## config.mk

```make
export PLATFORM = sky130hd
export DESIGN_NAME = unidade_controle_exp7
export DESIGN_NICKNAME = d
export VERILOG_FILES = /design/src/rtl/unidade_controle_exp7_pkg.sv /design/src/rtl/unidade_controle_exp7_contador_m.sv /design/src/rtl/unidade_controle_exp7.sv
export SDC_FILE = /design/constraint.sdc
export NUM_CORES = 1
export LEC_CHECK = 0
export BUFFER_PORTS_ARGS = -buffer_cell sky130_fd_sc_hd__buf_2
export CAP_MARGIN = 20
export CORE_ASPECT_RATIO = 0.7
export CORE_MARGIN = 1
export CORE_UTILIZATION = 50
export DETAILED_ROUTE_END_ITERATION = 7
export PLACE_DENSITY_LB_ADDON = 0.12
export SYNTH_ARGS = -nofsm -noshare
export SYNTH_HDL_FRONTEND = slang
export SYNTH_HIERARCHICAL = 1
export SYNTH_SLANG_ARGS = --single-unit
```

## constraint.sdc

```tcl
create_clock -name clock -period 2.9 [get_ports clock]
set_input_delay 0.145 -clock clock [delete_from_list [all_inputs] [get_ports clock]]
set_output_delay 0.145 -clock clock [all_outputs]
set_load 0.005 [all_outputs]
```

## src/rtl/unidade_controle_exp7_pkg.sv

```systemverilog
// Shared state codes, output bundle and default timer constants for the exp7 control unit.
// The top level and the benches decode db_estado with estado_t.
package unidade_controle_exp7_pkg;

   localparam int unsigned MOSTRA_CICLOS_PADRAO  = 1000;
   localparam int unsigned TIMEOUT_CICLOS_PADRAO = 3000;

   typedef enum logic [3:0] {
      INICIAL          = 4'h0,
      PREPARACAO       = 4'h1,
      MOSTRA           = 4'h2,
      ESPERA_JOGADA    = 4'h3,
      REGISTRA         = 4'h4,
      COMPARA          = 4'h5,
      PROXIMA_JOGADA   = 4'h6,
      AVANCA_ESCRITA   = 4'h7,
      ESPERA_ESCRITA   = 4'h8,
      REGISTRA_ESCRITA = 4'h9,
      ESCREVE          = 4'hA,
      PROXIMA_RODADA   = 4'hB,
      FIM_ACERTOU      = 4'hC,
      FIM_ERROU        = 4'hD,
      FIM_TIMEOUT      = 4'hE
   } estado_t;

   typedef struct packed {
      logic zeraE;
      logic contaE;
      logic zeraR;
      logic contaR;
      logic registraR;
      logic escreveM;
      logic leds_mostra;
      logic pronto;
      logic ganhou;
      logic perdeu;
      logic db_timeout;
   } saidas_t;

   // Moore decode: the outputs depend on the state alone.
   function automatic saidas_t decodifica(input estado_t e);
      saidas_t s;
      s = '0;
      case (e)
         PREPARACAO:       begin s.zeraE = 1'b1; s.zeraR = 1'b1; end
         MOSTRA:           s.leds_mostra = 1'b1;
         REGISTRA:         s.registraR = 1'b1;
         PROXIMA_JOGADA:   s.contaE = 1'b1;
         AVANCA_ESCRITA:   s.contaE = 1'b1;
         REGISTRA_ESCRITA: s.registraR = 1'b1;
         ESCREVE:          s.escreveM = 1'b1;
         PROXIMA_RODADA:   begin s.contaR = 1'b1; s.zeraE = 1'b1; end
         FIM_ACERTOU:      begin s.pronto = 1'b1; s.ganhou = 1'b1; end
         FIM_ERROU:        begin s.pronto = 1'b1; s.perdeu = 1'b1; end
         FIM_TIMEOUT:      begin s.pronto = 1'b1; s.perdeu = 1'b1; s.db_timeout = 1'b1; end
         default:          s = '0;
      endcase
      return s;
   endfunction

endpackage

```

## src/rtl/unidade_controle_exp7_contador_m.sv

```systemverilog
// Modulo-M timer with synchronous clear (zera) taking priority over count (conta).
// fim flags the terminal value M-1.
module contador_m #(
   parameter int unsigned M = 3000,
   parameter int unsigned N = 12
) (
   input  logic         clock,
   input  logic         reset,
   input  logic         zera,
   input  logic         conta,
   output logic [N-1:0] q,
   output logic         fim
);

   always_ff @(posedge clock or negedge reset) begin
      if (!reset) begin
         q <= '0;
      end else if (zera) begin
         q <= '0;
      end else if (conta) begin
         if (q == N'(M - 1)) q <= '0;
         else                q <= q + 1'b1;
      end
   end

   assign fim = (q == N'(M - 1));

endmodule

```

## src/rtl/unidade_controle_exp7.sv

```systemverilog
// Control unit for the exp7 memory game: Moore FSM sequencing the datapath,
// owning the LED-display timer and the play-timeout timer.
module unidade_controle_exp7
   import unidade_controle_exp7_pkg::*;
#(
   parameter int unsigned MOSTRA_CICLOS  = MOSTRA_CICLOS_PADRAO,
   parameter int unsigned TIMEOUT_CICLOS = TIMEOUT_CICLOS_PADRAO
) (
   input  logic       clock,
   input  logic       reset,
   input  logic       iniciar,
   input  logic       jogada,
   input  logic       igual,
   input  logic       enderecoIgualRodada,
   input  logic       fimR,
   output logic       zeraE,
   output logic       contaE,
   output logic       zeraR,
   output logic       contaR,
   output logic       registraR,
   output logic       escreveM,
   output logic       leds_mostra,
   output logic       pronto,
   output logic       ganhou,
   output logic       perdeu,
   output logic       db_timeout,
   output logic [3:0] db_estado
);

   localparam int unsigned M = (MOSTRA_CICLOS > TIMEOUT_CICLOS) ? MOSTRA_CICLOS : TIMEOUT_CICLOS;
   localparam int unsigned N = (M > 1) ? $clog2(M) : 1;

   estado_t      estado, proximo;
   saidas_t      saidas;
   logic [N-1:0] timer;
   logic         timer_fim, fim_mostra, fim_espera, zera_timer, conta_timer;

   // One shared timer: cleared on entry to a timed state, counting while inside it.
   assign zera_timer  = (proximo != estado) &&
                        (proximo inside {MOSTRA, ESPERA_JOGADA, ESPERA_ESCRITA});
   assign conta_timer = estado inside {MOSTRA, ESPERA_JOGADA, ESPERA_ESCRITA};

   contador_m #(.M(M), .N(N)) timer_jogo (
      .clock (clock),
      .reset (reset),
      .zera  (zera_timer),
      .conta (conta_timer),
      .q     (timer),
      .fim   (timer_fim)
   );

   assign fim_mostra = (timer == N'(MOSTRA_CICLOS - 1));
   assign fim_espera = (TIMEOUT_CICLOS >= MOSTRA_CICLOS) ? timer_fim
                                                         : (timer == N'(TIMEOUT_CICLOS - 1));

   always_comb begin
      proximo = estado;
      case (estado)
         INICIAL:          if (iniciar) proximo = PREPARACAO;
         PREPARACAO:       proximo = MOSTRA;
         MOSTRA:           if (fim_mostra) proximo = ESPERA_JOGADA;
         // jogada outranks a timeout landing on the same clock
         ESPERA_JOGADA:    if (jogada) proximo = REGISTRA;
                           else if (fim_espera) proximo = FIM_TIMEOUT;
         REGISTRA:         proximo = COMPARA;
         COMPARA:          if (!igual)                   proximo = FIM_ERROU;
                           else if (!enderecoIgualRodada) proximo = PROXIMA_JOGADA;
                           else if (fimR)                proximo = FIM_ACERTOU;
                           else                          proximo = AVANCA_ESCRITA;
         PROXIMA_JOGADA:   proximo = ESPERA_JOGADA;
         AVANCA_ESCRITA:   proximo = ESPERA_ESCRITA;
         ESPERA_ESCRITA:   if (jogada) proximo = REGISTRA_ESCRITA;
                           else if (fim_espera) proximo = FIM_TIMEOUT;
         REGISTRA_ESCRITA: proximo = ESCREVE;
         ESCREVE:          proximo = PROXIMA_RODADA;
         PROXIMA_RODADA:   proximo = ESPERA_JOGADA;
         FIM_ACERTOU, FIM_ERROU, FIM_TIMEOUT:
                           if (iniciar) proximo = PREPARACAO;
         default:          proximo = INICIAL;
      endcase
   end

   // Outputs registered from the next state so they line up with the state register.
   always_ff @(posedge clock or negedge reset) begin
      if (!reset) begin
         estado <= INICIAL;
         saidas <= '0;
      end else begin
         estado <= proximo;
         saidas <= decodifica(proximo);
      end
   end

   assign zeraE       = saidas.zeraE;
   assign contaE      = saidas.contaE;
   assign zeraR       = saidas.zeraR;
   assign contaR      = saidas.contaR;
   assign registraR   = saidas.registraR;
   assign escreveM    = saidas.escreveM;
   assign leds_mostra = saidas.leds_mostra;
   assign pronto      = saidas.pronto;
   assign ganhou      = saidas.ganhou;
   assign perdeu      = saidas.perdeu;
   assign db_timeout  = saidas.db_timeout;
   assign db_estado   = estado;

endmodule

```

# Word-level counts from Yosys, hierarchy flattened

Cells that the tools add are included.

$add $sub $neg: 1
Equality and inequality tests: 30
Mux-type cells: 23
Reductions and logical operators: 12

Operators by type and width:

| cell                                            | count |
|---|---|
| == test 4 bit, second input constant            | 14 |
| one-hot mux 4 bit (11 select lines)             | 1 |
| 2-to-1 mux 12 bit                               | 3 |
| 2-to-1 mux 4 bit                                | 8 |
| == test 4 x 3 -> 1 bit, second input constant   | 7 |
| == test 4 x 2 -> 1 bit, second input constant   | 4 |
| adder 12 x 1 -> 12 bit, second input constant   | 1 |
| == test 12 x 10 -> 1 bit, second input constant | 1 |
| == test 12 bit, second input constant           | 1 |
| 2-to-1 mux 1 bit                                | 11 |
| OR reduction 2 bit                              | 5 |
| == test 4 x 1 -> 1 bit, second input constant   | 2 |
| nonzero test 3 bit                              | 2 |
| zero test 4 bit                                 | 1 |
| != test 4 bit                                   | 1 |
| OR reduction 4 bit                              | 1 |
| OR reduction 3 bit                              | 1 |
| nonzero test 2 bit                              | 1 |
| logical AND 1 bit                               | 1 |

Flip-flop bits (word level): 27
Input bits: 7
Output and inout port bits: 15

# Longest topological paths before layout

Gate-level depths: netlist of run 1.

Word-level depth: 8
Depth in mapped cells: 14
Mapped depth without buffers: 14

# Hierarchy

The synthesis of run 1 kept the hierarchy.

By module, submodules not included:

| module                | times used | cells an instance | area each (um^2) |
|---|---|---|---|
| unidade_controle_exp7 | 1          | 91                | 893.4 |
| contador_m            | 1          | 74                | 739.5 |

# Worst setup path after synthesis of run 1

Ideal clock, no wire load.

Kind: reg2reg
From: register timer_jogo.q[0]
To: register timer_jogo.q[5]
Setup time: 119 ps
Arrival time: 2837 ps
Required time: 2781 ps
Path slack: -56 ps
Cell stages (with the launch flop): 14
Period minus slack after synthesis: 2956 ps
Cells stage by stage: dfrtp_1 ha_1 and4b_4 and3_4 nor2b_1 o21ai_0 and3_1 nor4_1 a31oi_1 o22ai_1 o211a_1 nand4_1 xor2_1 nor2_2

Word-level cells in the longest chain between the ends: 8
Elaborated cells on any way between the ends: 18

Ends and longest elaborated chain:

| element                                                        | line                                                     | text |
|---|---|---|
| from (decl)                                                    | unidade_controle_exp7_contador_m.sv:11                   | `output logic [N-1:0] q,` |
| from (signal assigned)                                         | unidade_controle_exp7_contador_m.sv:22                   | `else q <= q + 1'b1;` |
| == test 12 bit *                                               | unidade_controle_exp7_contador_m.sv:26                   | `assign fim = (q == N'(M - 1));` |
| via fim_espera                                                 | unidade_controle_exp7.sv:36                              | `logic timer_fim, fim_mostra, fim_espera, zera_timer, conta_timer;` |
| 2-to-1 mux 4 bit *                                             | unidade_controle_exp7.sv:64, unidade_controle_exp7.sv:73 |  |
| 2-to-1 mux 4 bit, on equally long branches                     | unidade_controle_exp7.sv:72, unidade_controle_exp7.sv:63 |  |
| one-hot mux 4 bit (11 select lines) *                          | unidade_controle_exp7.sv:58                              | `case (estado)` |
| == test 4 x 2 -> 1 bit / == test 4 bit (equally long branches) | unidade_controle_exp7.sv:40                              | `(proximo inside {MOSTRA, ESPERA_JOGADA, ESPERA_ESCRITA});` |
| nonzero test 3 bit                                             | unidade_controle_exp7.sv:40                              |  |
| logical AND 1 bit *                                            | unidade_controle_exp7.sv:39                              | `assign zera_timer = (proximo != estado) &&` |
| via zera_timer                                                 | unidade_controle_exp7.sv:36                              |  |
| 2-to-1 mux 12 bit / nonzero test 2 bit (equally long branches) | --                                                       |  |

Mark *: on every way through the listed nets, which the timed path passes. The rest lies on a longest branch. The select of a mux whose other input is x is not followed.
A chain may end at the register's enable or synchronous reset.

# Final worst setup path of run 1

From: register timer_jogo.q[0]
To: register timer_jogo.q[6]

The elaborated chain is that of the path after synthesis.

==> impl_results.md, run 1 <==
- Slowest CP cell: dfrtp_1
- Clock power share: 0.108
- Crit Path Max Fanout: 7
- Worst Tran Pin Value: 0.664 ns
- RSZ-0062 raised after global routing: yes
- Fin crit share: 0.974
- Worst Skew: between 0.005 and 0.006 ns
- Outcome: finished clean
- Initial core utilization: 0.555
- Switching Share: 0.451
- Cell Int Power: 1.08 mW
- Chip Height: 49.8 um
- Number of remaining DRC errors: 0
- Post-Place Cells: around 240
- Detailed Place HPWL: between 2000 and 3000 um
- Max Cap Viol: 0
- Core ar.: 0.00294 sq mm
- Share of layout cells above drive strength 1: 0.370
- Grt ovf: 0
- Final Hold Viols: 0
- Worst Setup Path Type: register to register
- Clock Tree Buf Depth: 2
- Fillers: 232
- CP Cell Sequence: ha_1 -> and4b_4 -> and3_4 -> nor2b_4 -> a311o_1 -> nor4_2 -> a31oi_4 -> o22ai_4 -> o211a_1 -> nand4_1 -> xor2_1 -> nor2_2
- Reg clk slew, reported paths: 0.09 ns
- Diodes inserted: 0
- Critical path buffers and inverters: 0
- Cells after Synth: 165
- TritonCTS Buffers: 3
- Initial antenna violation count: 0
- Commonest non-fill, non-tap cells in the layout: dfrtp_1, buf_4, buf_2
- Non-Filler Instances: 244
- Gate power share: 0.617
- Largest net degree at the start of global routing: 28
- Site Rows: 16
- Post-route ant nets: 0
- Total track usage: 0.248
- Initial DRC Count: around 110
- FFs w/ async S/R, synth: 1.00
- Post-synth EDFFs: 0
- TritonRoute pass-1 iters: 5
- Synth Register Bits: 27
- Avg Cell Area, Syn: slightly below 10 sq um
- Switch Pwr: 0.891 mW
- F_max: 354 MHz
- Port Buf Inserts: 21
- M2 GR Usage: 0.365
- Commonest non-fill, non-tap cell in the layout: dfrtp_1
- First-pass GRT wire length: between 6000 and 7000 um
- CTS sink count: 27
- TritonCTS clock tree: built
- Die Wd: 70.3 um
- Syn_nets: between 150 and 200
- Area Overhead vs Synth: 25.6%
- Most used DFF post-synth: dfrtp_1
- Ports: 22
- Fin Setup TNS: 0 ns
- WL/cell: 16.9 um
- Slew headroom: 0.556
- Post-synthesis sequential area ratio: 0.414
- Met3 Resource Use GR: 0.0695
- Max rail drop VDD: 0.000609 V
- Final-stage net count: 218
- Clock Latency Late Sink: 0.27 ns
- CP top delay family: simple AND/OR/NAND/NOR gates
- GR Util met1: 0.372
- Worst min-delay path class: primary input to register
- H-tree depth: 1
- Ys Warns: 6
- LEAKAGE: 0.969 nW
- Seq pwr share: 0.275
- Critical Path RT: between 3 and 4 ns
- Vias in the first global route: about 1300
- Clock period minus final worst setup slack: 2.83 ns
- Arrival @ worst endpoint: 3.00 ns
- Gpl congestion: 0.912
- Final Setup Violations: 0
- Total Wirelength: between 4000 and 5000 um
- Distinct cells, synth: 57
- Syn Std Cell Area: 0.00163 sq mm
- Global route hottest layer: met1
- Crit. End Element: register
- Power per cell area: 964 mW/mm^2
- Max Slew Vio Count: 0
- Crit path largest cell delay: 0.39 ns
- Die ar.: roughly 0.0035 sq mm
- DR vias: 1473
- Worst setup SP type: register
- Via-to-Cell Ratio: 6.04
- Clock Root Buffer: clkbuf_8
routing by layer:
layer	up-vias	routed length, um
met3	5	431
met4	0	31
met5	-	0
met1	690	1850
li1	687	-
met2	91	1800
registers in the layout, summed over array words and instances, names as in the netlist:
| register | count |
|---|---|
| contaE | 1 |
| contaR | 1 |
| db_estado | 4 |
| db_timeout | 1 |
| escreveM | 1 |
| ganhou | 1 |
| leds_mostra | 1 |
| perdeu | 1 |
| pronto | 1 |
| registraR | 1 |
| timer_jogo/q | 12 |
| zeraE | 1 |
| zeraR | 1 |
power groups by stage:
stage / logic (mW) / registers, mW / clock network, mW
3_3_place_gp: 0.988 / 0.544 / 0
5_1_grt: 1.31 / 0.555 / 0.236
3_5_place_dp: 1.01 / 0.548 / 0
6_report: 1.22 / 0.543 / 0.214
2_1_floorplan: 0.735 / 0.529 / 0
4_1_cts: 1.11 / 0.541 / 0.220
cells in the mapped netlist (2+ instances only):
| library cell | n | area, sq um |
|---|---|---|
| a31oi_1 | 3 | 18.8 |
| buf_4 | 2 | 15.0 |
| o21ai_0 | 4 | 20.0 |
| ha_1 | 2 | 25.0 |
| nor2b_1 | 4 | 25.0 |
| nor2_1 | 12 | 45.0 |
| nand3_1 | 7 | 35.0 |
| a21o_1 | 2 | 15.0 |
| and3b_1 | 2 | 17.5 |
| nand2b_1 | 3 | 18.8 |
| nor3_1 | 5 | 25.0 |
| xnor2_1 | 2 | 17.5 |
| nor3b_1 | 3 | 22.5 |
| nand3b_1 | 3 | 22.5 |
| xor2_1 | 5 | 43.8 |
| nand4_1 | 2 | 12.5 |
| dfrtp_1 | 27 | 676 |
| and3_1 | 2 | 12.5 |
| inv_2 | 2 | 7.51 |
| nor4_1 | 6 | 37.5 |
| nand2_1 | 19 | 71.3 |
| a211o_1 | 2 | 17.5 |
| inv_1 | 4 | 15.0 |
| a21oi_1 | 2 | 10.0 |
| nor2_2 | 6 | 37.5 |
| o31a_1 | 2 | 17.5 |
| o21ai_1 | 2 | 10.0 |
final timing paths:
path                             startpoint               end  slack (ns)  cells past startpoint
setup / recovery            timer_jogo/q[0]   timer_jogo/q[6]        0.07                     12
max in group asynchronous             reset   timer_jogo/q[2]        2.12                      2
hold / removal                        igual            contaE        0.15                      3
setup reg to reg            timer_jogo/q[0]   timer_jogo/q[6]        0.07                     12
hold reg to reg            timer_jogo/q[10]  timer_jogo/q[10]        0.63                      3
min in group asynchronous             reset            contaE        0.40                      2
cell families (layout without fill, tap and decap cells):
group / Yosys count / in the layout / share of synthesized area
buffers and inverters: 11 / 54 / 0.0375
multiplexers: 2 / 2 / 0.0130
flip-flops: 27 / 27 / 0.414
AND/OR/NAND/NOR: 84 / 84 / 0.306
adder cells (fa/ha/maj): 2 / 2 / 0.0153
AO/OA/AOI/OAI: 32 / 32 / 0.177
XOR/XNOR: 7 / 7 / 0.0375
cell type report:
class / count / area, sq um / area share
well taps: 36 / 45.0 / 0.0220
clock inverters: 1 / 7.51 / 0.00366
inverters: 6 / 22.5 / 0.0110
flip-flops and latches: 27 / 676 / 0.329
clock buffers: 3 / 41.3 / 0.0201
repair buffers: 44 / 280 / 0.137
multi-input cells: 127 / 978 / 0.477
per-stage QoR:
| stage | instance area, sq um | hold WS (ns) | utilization | setup slack, ns | total power [mW] |
|---|---|---|---|---|---|
| final | 2050 | 0.152 | 0.697 | 0.0745 | 1.98 |
| after global routing | 2050 | 0.169 | 0.697 | -0.0821 | 2.10 |
| after CTS | 2000 | 0.138 | 0.681 | 0.0216 | 1.87 |
| after detailed placement | 1910 | 0.192 | 0.648 | -0.0364 | 1.56 |
| after global placement | 1910 | 0.177 | 0.648 | 0.0281 | 1.53 |
| after floorplan | 1640 | -0.151 | - | 0.0803 | 1.26 |
tightest hold or removal path, stage by stage:
cell     delay, ns
buf_2         0.11
inv_1         0.06
nor4b_2       0.06
timing repair:
| item | CTS | global route |
|---|---|---|
| hold buffers | 1 | 0 |
| setup endpoints to repair | 8 | 10 |
| pin swaps | 1 | 4 |
| endpoints found under the hold margin | 27 | 0 |
| buffers inserted | 1 | 0 |
| resized for setup | 5 | 10 |
| gates cloned | 0 | 0 |
Note: power is estimated with default switching activity, not from simulation.
==> run 2, diff against run 1 <==
CORE_UTILIZATION = 40   (was 50)
SETUP_SLACK_MARGIN = 0.5   (was unset)
SKIP_CTS_REPAIR_TIMING = 1   (was unset)
==> impl_results.md, run 2 (same netlist as run 1, synthesis figures left out) <==
- R2R setup slack: 0.08 ns (about the same)
- Commonest non-fill, non-tap cell in the layout: dfrtp_1
- Post-route ant nets: 0 (unchanged)
- Die Wd: 78.4 um (+11%)
- Initial core utilization: 0.416 (-0.139)
- Gate power share: 0.609 (-0.008)
- Area Overhead vs Synth: 27.2%
- Slew headroom: 0.596 (+0.0406)
- LEAKAGE: 0.963 nW (-0.57%)
- Number of remaining DRC errors: 0 (unchanged)
- Worst Setup Path Type: register to register
- Worst Skew: 0.00606 ns (+0.000546 ns)
- Fin crit share: 0.972 (-0.00185)
- Total track usage: 0.190 (-0.0580)
- Switching Share: 0.437 (-0.0136)
- Cell Int Power: 1.10 mW (+1.6%)
- Switch Pwr: 0.857 mW (-3.8%)
- TritonCTS Buffers: 3 (unchanged)
- Final Hold Viols: 0 (unchanged)
- Site Rows: 19 (+3)
- Outcome: finished clean
- Worst min-delay path class: primary input to register
- Max Cap Viol: 0 (unchanged)
- Commonest non-fill, non-tap cells in the layout: dfrtp_1, buf_4, buf_2
- Grt ovf: 0 (unchanged)
- RSZ-0062 raised after global routing: yes
- Final-stage net count: 219 (+0.46%)
- Detailed Place HPWL: 2810 um (-3.6%)
- Hold WS: 0.135 ns (-0.0177 ns)
- Initial DRC Count: 170 (+59%)
- Reg-to-reg critical path endpoint: timer_jogo/q[11]
- Share of layout cells above drive strength 1: 0.383 (+0.0126)
- Multi-input logic area: 977 sq um (-0.13%)
- Crit. End Element: register
- Vias in the first global route: 1266 (-5.4%)
- Initial antenna violation count: 0 (unchanged)
- Crit Path Max Fanout: 6 (-1)
- Core ar.: 0.00392 sq mm (+33%)
- Worst setup SP type: register
- Critical Path RT: 3.06 ns (about the same)
- Power per cell area: 943 mW/mm^2 (-2.1%)
- Die ar.: 0.00435 sq mm (+24%)
- Worst r2r path cells: 13 (+1)
- Ports: 22 (unchanged)
- Total Wirelength: 3840 um (-6.8%)
- Reg clk slew, reported paths: 0.09 ns (about the same)
- Arrival @ worst endpoint: 2.98 ns (-0.02 ns)
- DR vias: 1441 (-2.2%)
- TritonCTS clock tree: built
- Gpl congestion: 0.855 (-6.3%)
- Hold depth: 3 (unchanged)
- Chip Height: 55.5 um (+11%)
- FF-to-FF Start: timer_jogo/q[0]
- Via-to-Cell Ratio: 5.52 (-8.5%)
- Most flops, register: timer_jogo/q
- Clock power share: 0.109 (about the same)
- Seq pwr share: 0.282 (+0.007)
- H-tree depth: 1 (unchanged)
- Worst Tran Pin Value: 0.605 ns (-0.0584 ns)
- CTS sink count: 27 (unchanged)
- Max reg flops: 12 (unchanged)
- Final instance area: 0.00208 sq mm (+1.3%)
- Port Buf Inserts: 21 (unchanged)
- Fin Setup TNS: 0 ns (unchanged)
- Diodes inserted: 0 (unchanged)
- WL/cell: 14.7 um (-13%)
- F_max: 355 MHz (+0.19%)
- Largest net degree at the start of global routing: 28 (unchanged)
- Fillers: 361 (+56%)
- DP Area: 0.00194 sq mm (+1.7%)
- Clock Root Buffer: clkbuf_8
- First element of the critical path: timer_jogo/q[0]
- Place WS: 0.133 ns (+0.169 ns)
- Final Worst Setup Slack: 0.0799 ns (+0.00537 ns)
- Max Slew Vio Count: 0 (unchanged)
- TritonRoute pass-1 iters: 4 (-1)
- Clock Tree Buf Depth: 2 (unchanged)
- Clock period minus final worst setup slack: 2.82 ns (-0.00537 ns)
- Final Setup Violations: 0 (unchanged)
- Register area: 678 sq um (+0.37%)
- First-pass GRT wire length: 6310 um (-4.3%)
- Clock Latency Late Sink: 0.27 ns (about the same)
- CP Capture Point: timer_jogo/q[11]
- Max rail drop VDD: 0.000549 V (-9.8%)
[run 2: layout make-up]
type                       instances  share of cell area
multi-input combinational        127               0.470
tap                               52              0.0313
clock buffer                       3              0.0199
timing repair buffer              45               0.139
clock inverter                     1             0.00241
sequential                        27               0.327
inverter                           6              0.0108
[run 2: power groups by stage]
stage	registers (mW)	clock network, mW	logic, mW
global route	0.564	0.239	1.30
detailed placement	0.557	0	1.03
floorplan	0.537	0	0.759
CTS	0.550	0.223	1.04
finish	0.553	0.214	1.19
global placement	0.558	0	1.03
[run 2: critical path: stages (launching register included)]
cell	delay [ns]
dfrtp_2	0.43
ha_4	0.17
and4b_4	0.20
and3_4	0.17
nor2b_4	0.14
a311o_2	0.42
nor4_4	0.27
a31oi_2	0.08
o22ai_4	0.19
buf_4	0.17
nand2b_1	0.13
nor2_1	0.05
a31oi_1	0.21
nand2_1	0.08
[run 2: routing by layer]
metal,vias to the layer above,global-route usage,share of wire
met5,-,0,0
met4,0,0.0317,0.0050
met3,2,0.0446,0.072
met2,60,0.254,0.42
met1,687,0.309,0.51
li1,692,-,-
[run 2: how the worst min path moves through the flow]
stage / from / slack (ns) / end
floorplan: reset / -0.15 / contaE
global placement: reset / 0.19 / escreveM
detailed placement: reset / 0.19 / contaE
CTS: reset / -0.11 / db_estado[3]
global route: igual / 0.14 / contaE
finish: igual / 0.13 / contaE
[run 2: metrics by stage]
| stage | util | power (mW) | instances |
|---|---|---|---|
| 3_3_place_gp | 0.495 | 1.59 | 251 |
| 4_1_cts | 0.507 | 1.82 | 255 |
| 3_5_place_dp | 0.495 | 1.59 | 251 |
| 6_report | 0.530 | 1.96 | 261 |
| 2_1_floorplan | - | 1.30 | 165 |
| 5_1_grt | 0.530 | 2.10 | 261 |
